--- config.mk ---
export PLATFORM = sky130hd
export DESIGN_NAME = rsa_job_sequencer_flat
export DESIGN_NICKNAME = d
export VERILOG_FILES = /design/src/rtl/rsa_job_sequencer_if.sv /design/src/rtl/rsa_job_sequencer.sv /design/src/flat_wrapper.sv
export SDC_FILE = /design/constraint.sdc
export NUM_CORES = 1
export LEC_CHECK = 0
export CAP_MARGIN = 20
export CORE_AREA = 2 2 609 611
export CTS_CLUSTER_DIAMETER = 30
export DETAILED_ROUTE_END_ITERATION = 10
export DIE_AREA = 0 0 611 613
export PLACE_DENSITY = 0.37
export SYNTH_ARGS = -nofsm -noshare
export SYNTH_HDL_FRONTEND = slang
export SYNTH_SLANG_ARGS = --single-unit
--- constraint.sdc ---
create_clock -name clk -period 5 [get_ports clk]
set_clock_uncertainty 0.1 [all_clocks]
set_input_delay 1.25 -clock clk [delete_from_list [all_inputs] [get_ports clk]]
set_output_delay 1.25 -clock clk [all_outputs]
set_load 0.01 [all_outputs]
--- src/rtl/rsa_job_sequencer_if.sv ---
// Job request, response and RSA control-block signals of rsa_job_sequencer.
// The rsp_mismatch signal exists only when RSA_ROUNDTRIP_CHECK_EN is defined.
interface rsa_job_sequencer_if #(
  parameter int WIDTH = 128
);
  logic                 req_valid;
  logic                 req_ready;
  logic [WIDTH-1:0]     req_p;
  logic [WIDTH-1:0]     req_q;
  logic                 req_mode;
  logic [2*WIDTH-1:0]   req_msg;

  logic                 rsp_valid;
  logic                 rsp_ready;
  logic [2*WIDTH-1:0]   rsp_msg;
  logic                 rsp_timeout;
`ifdef RSA_ROUNDTRIP_CHECK_EN
  logic                 rsp_mismatch;
`endif

  logic [WIDTH-1:0]     ctl_p;
  logic [WIDTH-1:0]     ctl_q;
  logic                 ctl_encrypt_decrypt;
  logic [2*WIDTH-1:0]   ctl_msg_in;
  logic                 ctl_reset_inverter;
  logic                 ctl_reset_mod_exp;
  logic                 ctl_inverter_finish;
  logic                 ctl_mod_exp_finish;
  logic [2*WIDTH-1:0]   ctl_msg_out;

  modport slave (
    input  req_valid, req_p, req_q, req_mode, req_msg,
    output req_ready,
    input  rsp_ready,
    output rsp_valid, rsp_msg, rsp_timeout,
    output ctl_p, ctl_q, ctl_encrypt_decrypt, ctl_msg_in,
    output ctl_reset_inverter, ctl_reset_mod_exp,
    input  ctl_inverter_finish, ctl_mod_exp_finish, ctl_msg_out
`ifdef RSA_ROUNDTRIP_CHECK_EN
    , output rsp_mismatch
`endif
  );

  modport master (
    output req_valid, req_p, req_q, req_mode, req_msg,
    input  req_ready,
    output rsp_ready,
    input  rsp_valid, rsp_msg, rsp_timeout,
    input  ctl_p, ctl_q, ctl_encrypt_decrypt, ctl_msg_in,
    input  ctl_reset_inverter, ctl_reset_mod_exp,
    output ctl_inverter_finish, ctl_mod_exp_finish, ctl_msg_out
`ifdef RSA_ROUNDTRIP_CHECK_EN
    , input rsp_mismatch
`endif
  );
endinterface

--- src/rtl/rsa_job_sequencer.sv ---
// Runs one RSA job through the control block (inverter, then mod-exp) with per-phase timeout.
// Define RSA_ROUNDTRIP_CHECK_EN to add a reverse pass that flags rsp_mismatch.
module rsa_job_sequencer #(
  parameter int          WIDTH          = 128,
  parameter int unsigned TIMEOUT_CYCLES = 65535
) (
  input logic                clk,
  input logic                rst_n,
  rsa_job_sequencer_if.slave bus
);
  localparam int MSG_W = 2 * WIDTH;

  typedef enum logic [3:0] {
    IDLE,
    INV_PULSE,
    INV_WAIT,
    EXP_PULSE,
    EXP_WAIT,
    RESP
`ifdef RSA_ROUNDTRIP_CHECK_EN
    , CHK_INV_PULSE,
    CHK_INV_WAIT,
    CHK_EXP_PULSE,
    CHK_EXP_WAIT
`endif
  } state_t;

  state_t             state;
  state_t             state_n;
  logic [31:0]        wait_cnt;
  logic [WIDTH-1:0]   p_r;
  logic [WIDTH-1:0]   q_r;
  logic               mode_r;
  logic [MSG_W-1:0]   msg_in_r;
  logic [MSG_W-1:0]   rsp_msg_r;
  logic               timeout_r;
`ifdef RSA_ROUNDTRIP_CHECK_EN
  logic [MSG_W-1:0]   orig_msg;
  logic               mismatch_r;
`endif

  logic in_wait;
  logic in_pulse;
  logic finish_sel;
  logic finish_ok;
  logic timeout_hit;
  logic accept;
  logic capture;
  logic pulse_inv;
  logic pulse_exp;

  always_comb begin
    state_n    = state;
    in_wait    = 1'b0;
    in_pulse   = 1'b0;
    finish_sel = 1'b0;
    pulse_inv  = 1'b0;
    pulse_exp  = 1'b0;
    accept     = 1'b0;
    capture    = 1'b0;

    case (state)
      INV_PULSE:     begin in_pulse = 1'b1; pulse_inv = 1'b1; end
      EXP_PULSE:     begin in_pulse = 1'b1; pulse_exp = 1'b1; end
      INV_WAIT:      begin in_wait = 1'b1; finish_sel = bus.ctl_inverter_finish; end
      EXP_WAIT:      begin in_wait = 1'b1; finish_sel = bus.ctl_mod_exp_finish; end
`ifdef RSA_ROUNDTRIP_CHECK_EN
      CHK_INV_PULSE: begin in_pulse = 1'b1; pulse_inv = 1'b1; end
      CHK_EXP_PULSE: begin in_pulse = 1'b1; pulse_exp = 1'b1; end
      CHK_INV_WAIT:  begin in_wait = 1'b1; finish_sel = bus.ctl_inverter_finish; end
      CHK_EXP_WAIT:  begin in_wait = 1'b1; finish_sel = bus.ctl_mod_exp_finish; end
`endif
      default: ;
    endcase

    // wait_cnt is zero only in the first wait cycle, where a finish left over from before is ignored
    finish_ok   = in_wait && (wait_cnt != 32'd0) && finish_sel;
    timeout_hit = in_wait && !finish_ok && (wait_cnt >= TIMEOUT_CYCLES);

    case (state)
      IDLE: begin
        if (bus.req_valid) begin
          accept  = 1'b1;
          state_n = INV_PULSE;
        end
      end
      INV_PULSE: state_n = INV_WAIT;
      INV_WAIT: begin
        if (finish_ok)        state_n = EXP_PULSE;
        else if (timeout_hit) state_n = RESP;
      end
      EXP_PULSE: state_n = EXP_WAIT;
      EXP_WAIT: begin
        if (finish_ok) begin
          capture = 1'b1;
`ifdef RSA_ROUNDTRIP_CHECK_EN
          state_n = CHK_INV_PULSE;
`else
          state_n = RESP;
`endif
        end else if (timeout_hit) begin
          state_n = RESP;
        end
      end
`ifdef RSA_ROUNDTRIP_CHECK_EN
      CHK_INV_PULSE: state_n = CHK_INV_WAIT;
      CHK_INV_WAIT: begin
        if (finish_ok)        state_n = CHK_EXP_PULSE;
        else if (timeout_hit) state_n = RESP;
      end
      CHK_EXP_PULSE: state_n = CHK_EXP_WAIT;
      CHK_EXP_WAIT: begin
        if (finish_ok || timeout_hit) state_n = RESP;
      end
`endif
      RESP: begin
        if (bus.rsp_ready) state_n = IDLE;
      end
      default: state_n = IDLE;
    endcase
  end

  always_ff @(posedge clk or negedge rst_n) begin
    if (!rst_n) begin
      state      <= IDLE;
      wait_cnt   <= 32'd0;
      p_r        <= '0;
      q_r        <= '0;
      mode_r     <= 1'b0;
      msg_in_r   <= '0;
      rsp_msg_r  <= '0;
      timeout_r  <= 1'b0;
`ifdef RSA_ROUNDTRIP_CHECK_EN
      orig_msg   <= '0;
      mismatch_r <= 1'b0;
`endif
    end else begin
      state <= state_n;

      if (in_pulse)     wait_cnt <= 32'd0;
      else if (in_wait) wait_cnt <= wait_cnt + 32'd1;

      if (accept) begin
        p_r       <= bus.req_p;
        q_r       <= bus.req_q;
        mode_r    <= bus.req_mode;
        msg_in_r  <= bus.req_msg;
        rsp_msg_r <= '0;
        timeout_r <= 1'b0;
`ifdef RSA_ROUNDTRIP_CHECK_EN
        orig_msg   <= bus.req_msg;
        mismatch_r <= 1'b0;
`endif
      end

      if (capture) begin
        rsp_msg_r <= bus.ctl_msg_out;
`ifdef RSA_ROUNDTRIP_CHECK_EN
        // reverse pass: feed the result back with the opposite direction
        msg_in_r  <= bus.ctl_msg_out;
        mode_r    <= ~mode_r;
`endif
      end

`ifdef RSA_ROUNDTRIP_CHECK_EN
      if ((state == CHK_EXP_WAIT) && finish_ok)
        mismatch_r <= (bus.ctl_msg_out != orig_msg);
`endif

      if (timeout_hit) begin
        timeout_r <= 1'b1;
        rsp_msg_r <= '0;
      end
    end
  end

  assign bus.req_ready           = (state == IDLE);
  assign bus.rsp_valid           = (state == RESP);
  assign bus.rsp_msg             = rsp_msg_r;
  assign bus.rsp_timeout         = timeout_r;
  assign bus.ctl_p               = p_r;
  assign bus.ctl_q               = q_r;
  assign bus.ctl_encrypt_decrypt = mode_r;
  assign bus.ctl_msg_in          = msg_in_r;
  assign bus.ctl_reset_inverter  = pulse_inv;
  assign bus.ctl_reset_mod_exp   = pulse_exp;
`ifdef RSA_ROUNDTRIP_CHECK_EN
  assign bus.rsp_mismatch        = mismatch_r;
`endif

endmodule

--- src/flat_wrapper.sv ---
// flat-port wrapper written by rule: the top's interface ports become plain ports
module rsa_job_sequencer_flat 
#(
  parameter int          WIDTH          = 128,
  parameter int unsigned TIMEOUT_CYCLES = 65535
)
  (clk, rst_n, bus_req_valid, bus_req_p, bus_req_q, bus_req_mode, bus_req_msg, bus_req_ready, bus_rsp_ready, bus_rsp_valid, bus_rsp_msg, bus_rsp_timeout, bus_ctl_p, bus_ctl_q, bus_ctl_encrypt_decrypt, bus_ctl_msg_in, bus_ctl_reset_inverter, bus_ctl_reset_mod_exp, bus_ctl_inverter_finish, bus_ctl_mod_exp_finish, bus_ctl_msg_out);
  rsa_job_sequencer_if #(.WIDTH(WIDTH)) bus_i ();
  input logic clk;
  input logic rst_n;
  input wire logic [$bits(bus_i.req_valid)-1:0] bus_req_valid;
  input wire logic [$bits(bus_i.req_p)-1:0] bus_req_p;
  input wire logic [$bits(bus_i.req_q)-1:0] bus_req_q;
  input wire logic [$bits(bus_i.req_mode)-1:0] bus_req_mode;
  input wire logic [$bits(bus_i.req_msg)-1:0] bus_req_msg;
  output wire logic [$bits(bus_i.req_ready)-1:0] bus_req_ready;
  input wire logic [$bits(bus_i.rsp_ready)-1:0] bus_rsp_ready;
  output wire logic [$bits(bus_i.rsp_valid)-1:0] bus_rsp_valid;
  output wire logic [$bits(bus_i.rsp_msg)-1:0] bus_rsp_msg;
  output wire logic [$bits(bus_i.rsp_timeout)-1:0] bus_rsp_timeout;
  output wire logic [$bits(bus_i.ctl_p)-1:0] bus_ctl_p;
  output wire logic [$bits(bus_i.ctl_q)-1:0] bus_ctl_q;
  output wire logic [$bits(bus_i.ctl_encrypt_decrypt)-1:0] bus_ctl_encrypt_decrypt;
  output wire logic [$bits(bus_i.ctl_msg_in)-1:0] bus_ctl_msg_in;
  output wire logic [$bits(bus_i.ctl_reset_inverter)-1:0] bus_ctl_reset_inverter;
  output wire logic [$bits(bus_i.ctl_reset_mod_exp)-1:0] bus_ctl_reset_mod_exp;
  input wire logic [$bits(bus_i.ctl_inverter_finish)-1:0] bus_ctl_inverter_finish;
  input wire logic [$bits(bus_i.ctl_mod_exp_finish)-1:0] bus_ctl_mod_exp_finish;
  input wire logic [$bits(bus_i.ctl_msg_out)-1:0] bus_ctl_msg_out;
  assign bus_i.req_valid = bus_req_valid;
  assign bus_i.req_p = bus_req_p;
  assign bus_i.req_q = bus_req_q;
  assign bus_i.req_mode = bus_req_mode;
  assign bus_i.req_msg = bus_req_msg;
  assign bus_req_ready = bus_i.req_ready;
  assign bus_i.rsp_ready = bus_rsp_ready;
  assign bus_rsp_valid = bus_i.rsp_valid;
  assign bus_rsp_msg = bus_i.rsp_msg;
  assign bus_rsp_timeout = bus_i.rsp_timeout;
  assign bus_ctl_p = bus_i.ctl_p;
  assign bus_ctl_q = bus_i.ctl_q;
  assign bus_ctl_encrypt_decrypt = bus_i.ctl_encrypt_decrypt;
  assign bus_ctl_msg_in = bus_i.ctl_msg_in;
  assign bus_ctl_reset_inverter = bus_i.ctl_reset_inverter;
  assign bus_ctl_reset_mod_exp = bus_i.ctl_reset_mod_exp;
  assign bus_i.ctl_inverter_finish = bus_ctl_inverter_finish;
  assign bus_i.ctl_mod_exp_finish = bus_ctl_mod_exp_finish;
  assign bus_i.ctl_msg_out = bus_ctl_msg_out;
  rsa_job_sequencer #(.WIDTH(WIDTH), .TIMEOUT_CYCLES(TIMEOUT_CYCLES)) u_core (.clk(clk), .rst_n(rst_n), .bus(bus_i));
endmodule
==> results.sh <==
export IMPL_worstPathRequired_ns=3.65
export IMPL_period_minus_slack_ns=4.23
export IMPL_cp_end_kind="output pin"
export IMPL_synth_top_cell_by_area="dfrtp_1"
export IMPL_row_count=223
export IMPL_fmax_mhz=236
export IMPL_grt_pass1_vias=31200
export IMPL_regArea_um2=20200
export IMPL_path_cells="nor4_1 > buf_4 > clkdlybuf4s50_1"
export IMPL_ys_seq_area_share_pct=66.9
export IMPL_synth_edf_count=0
export IMPL_startpoint_type="flop"
export IMPL_tns_ns=0
export IMPL_numCtsBuffers=282
export IMPL_netlist_instances=2965
export IMPL_wirelength_um=270000
export IMPL_maxSlewViolCount=0
export IMPL_critPathMaxStageDelay_ns=0.59
export IMPL_fillCellCount=40900
export IMPL_synth_commonest_cells="1554 x nand2_1, 806 x dfrtp_1, 256 x a22o_1"
export IMPL_finalSetupViolations=0
export IMPL_synth_flop_cell="dfrtp_1"
export IMPL_worstMarginPinSlew_ns=0.961
export IMPL_routabilityCongestion=0.900
export IMPL_syn_nets=3742
export IMPL_vias_per_cell=3.09
export IMPL_final_hold_viol_count=0
export IMPL_yosys_warnings=0
export IMPL_ys_top_cells_by_area="dfrtp_1 67%, nand2_1 19%, a22o_1 7.4%"
export IMPL_port_buffers=1548
export IMPL_htree_levels=5
export IMPL_clock_latency_ns=0.87
export IMPL_synth_seq_cells=806
export IMPL_cts_tree="yes"
export IMPL_coreArea_um2=368000
export IMPL_crit_start="u_core.state[0]$_DFFE_PN0P_"
export IMPL_multi_input_area_um2=9150
export IMPL_grt_max_degree=96
export IMPL_worstPathArrival_ns=2.88
export IMPL_postCtsSetupBuffers=0
export IMPL_io_pins=1549
export IMPL_async_reset_ff_share_pct=100
export IMPL_clk_pin_slew_ns=0.04
export IMPL_die_w_um=611
export IMPL_cts_sinks=806
export IMPL_grt_ovfl_total=0
export IMPL_cts_root_buf="clkbuf_16"
export IMPL_grt_usage_pct=13.8
export IMPL_drive_above_1_share_pct=10.5
export IMPL_hp_class="in2async"
export IMPL_path_max_fanout=11
export IMPL_area_delta_synth_final_pct=103
export IMPL_antenna_left=0
export IMPL_first_pass_iters=5
export IMPL_rsz0062_at_grt="no"
export IMPL_antenna_found_initial=148
export IMPL_num_vias=30200
export IMPL_initial_core_util_pct=8.20
export IMPL_die_h_um=613
export IMPL_die_area_um2=375000
export IMPL_status="finished, final reports clean"
export IMPL_synth_top_cell_area_share_pct=66.9
export IMPL_slowest_stage="clkdlybuf4s50_1"
export IMPL_drt_wirelength_per_cell_um=27.7
export IMPL_grt_pass1_wl_um=340000
export IMPL_cts_hold_buf=0
export IMPL_critical_path_buf_inv_count=2
export IMPL_power_density_nw_per_um2=510
export IMPL_path_class="reg2out"
export IMPL_dr_first_iter_drc_count=1989
export IMPL_clk_path_buf_depth=4
export IMPL_cp_top_family="buffers and inverters"
export IMPL_leakage_nw=27.0
export IMPL_ys_types=40
export IMPL_synth_avg_cell_area_um2=10.2
export IMPL_synth_most_common_cell="nand2_1"
export IMPL_timing_rr_start="u_core.state[0]$_DFFE_PN0P_"
export IMPL_slew_headroom_pct=35.4
export IMPL_hold_ws_ns=0.334
export IMPL_drc=0
export IMPL_drv_cap=0
export IMPL_num_nets_final=5473
export IMPL_post_route_period_util_pct=84.6
export IMPL_synth_area_um2=30200
export IMPL_dpl_hpwl_um=226000
export IMPL_ir_drop_v=0.000295
export IMPL_cts_resized=0
## through the flow
step	area, um2	setup slack (ns)	cells	power (mW)	utilization (%)
2_1_floorplan	30200	2.40	2965	9.57	-
3_3_place_gp	51800	1.12	9249	14.1	14.1
3_5_place_dp	51800	1.12	9249	14.1	14.1
4_1_cts	61100	0.523	9744	31.8	16.6
5_1_grt	61100	0.531	9746	32.4	16.6
6_report	61200	0.769	9762	31.2	16.6
## cells in the final DEF, fill, tap and decap left out, types with 7 or more instances in the layout
| master | count |
|---|---|
| nand2_1 | 1553 |
| clkdlybuf4s50_1 | 1547 |
| dfrtp_1 | 806 |
| clkbuf_16 | 288 |
| a22o_1 | 256 |
| clkbuf_1 | 68 |
| buf_4 | 60 |
| clkbuf_8 | 53 |
| clkinv_2 | 42 |
| nor2_1 | 36 |
| xor2_1 | 26 |
| buf_12 | 21 |
| nand4_1 | 20 |
| diode_2 | 18 |
| bufinv_16 | 16 |
| nor3_1 | 9 |
| nand3_1 | 9 |
| and3_1 | 8 |
| inv_16 | 8 |
| nor4_1 | 7 |
## cells by family (layout without fill, tap and decap cells)
kind of cell / count (synthesis) / after routing / share of synthesized area (%)
AND/OR/NAND/NOR: 1667 / 1667 / 21.5
flip-flops: 806 / 806 / 66.9
AO/OA/AOI/OAI: 274 / 274 / 7.85
buffers and inverters: 185 / 2127 / 2.86
XOR/XNOR: 30 / 30 / 0.871
adder cells (fa/ha/maj): 2 / 2 / 0.0829
other: 1 / 19 / 0.0124
## layer usage
metal | share of wire (%) | vias to the layer above | wire length (um) | track usage, %
met5 | 0.12 | - | 319 | 0
met4 | 3.7 | 50 | 10100 | 4.54
met3 | 7.5 | 529 | 20300 | 4.40
met2 | 49 | 1470 | 132000 | 23.7
met1 | 40 | 15000 | 107000 | 16.2
li1 | - | 13200 | - | -
## flip-flops by register name, summed over array words and instances, names as in the netlist
signal and count:
u_core.bus.ctl_p 128, u_core.bus.ctl_q 128, u_core.bus.rsp_timeout 1, u_core.state 4, u_core.bus.ctl_msg_in 256, u_core.bus.ctl_encrypt_decrypt 1
u_core.wait_cnt 32, u_core.bus.rsp_msg 256
## area by class of cell
type | count | area share (%)
tap | 4837 | 9.90
inverter | 3 | 0.0184
clock inverter | 86 | 1.91
sequential | 806 | 33.0
antenna | 18 | 0.0736
timing repair buffer | 1629 | 26.8
multi-input combinational | 1974 | 15.0
clock buffer | 409 | 13.4
## worst paths after layout
| check | to | depth (start not counted) | slack (ns) |
|---|---|---|---|
| max | bus_req_ready | 3 | 0.77 |
| min | u_core.bus.rsp_msg[112]$_DFFE_PN0P_ | 1 | 0.33 |
| max reg2reg | u_core.bus.rsp_msg[194]$_DFFE_PN0P_ | 7 | 1.47 |
| min reg2reg | u_core.bus.ctl_msg_in[151]$_DFFE_PN0P_ | 2 | 0.37 |
| max in group asynchronous | u_core.bus.ctl_p[3]$_DFFE_PN0P_ | 2 | 3.24 |
| min in group clk | u_core.bus.ctl_msg_in[151]$_DFFE_PN0P_ | 2 | 0.37 |
## power by group
part	switching, mW	internal [mW]
combinational	2.95	2.59
sequential	0.741	7.52
clock	5.30	12.1
total	8.99	22.2
Power figures use the tool's default switching activity.
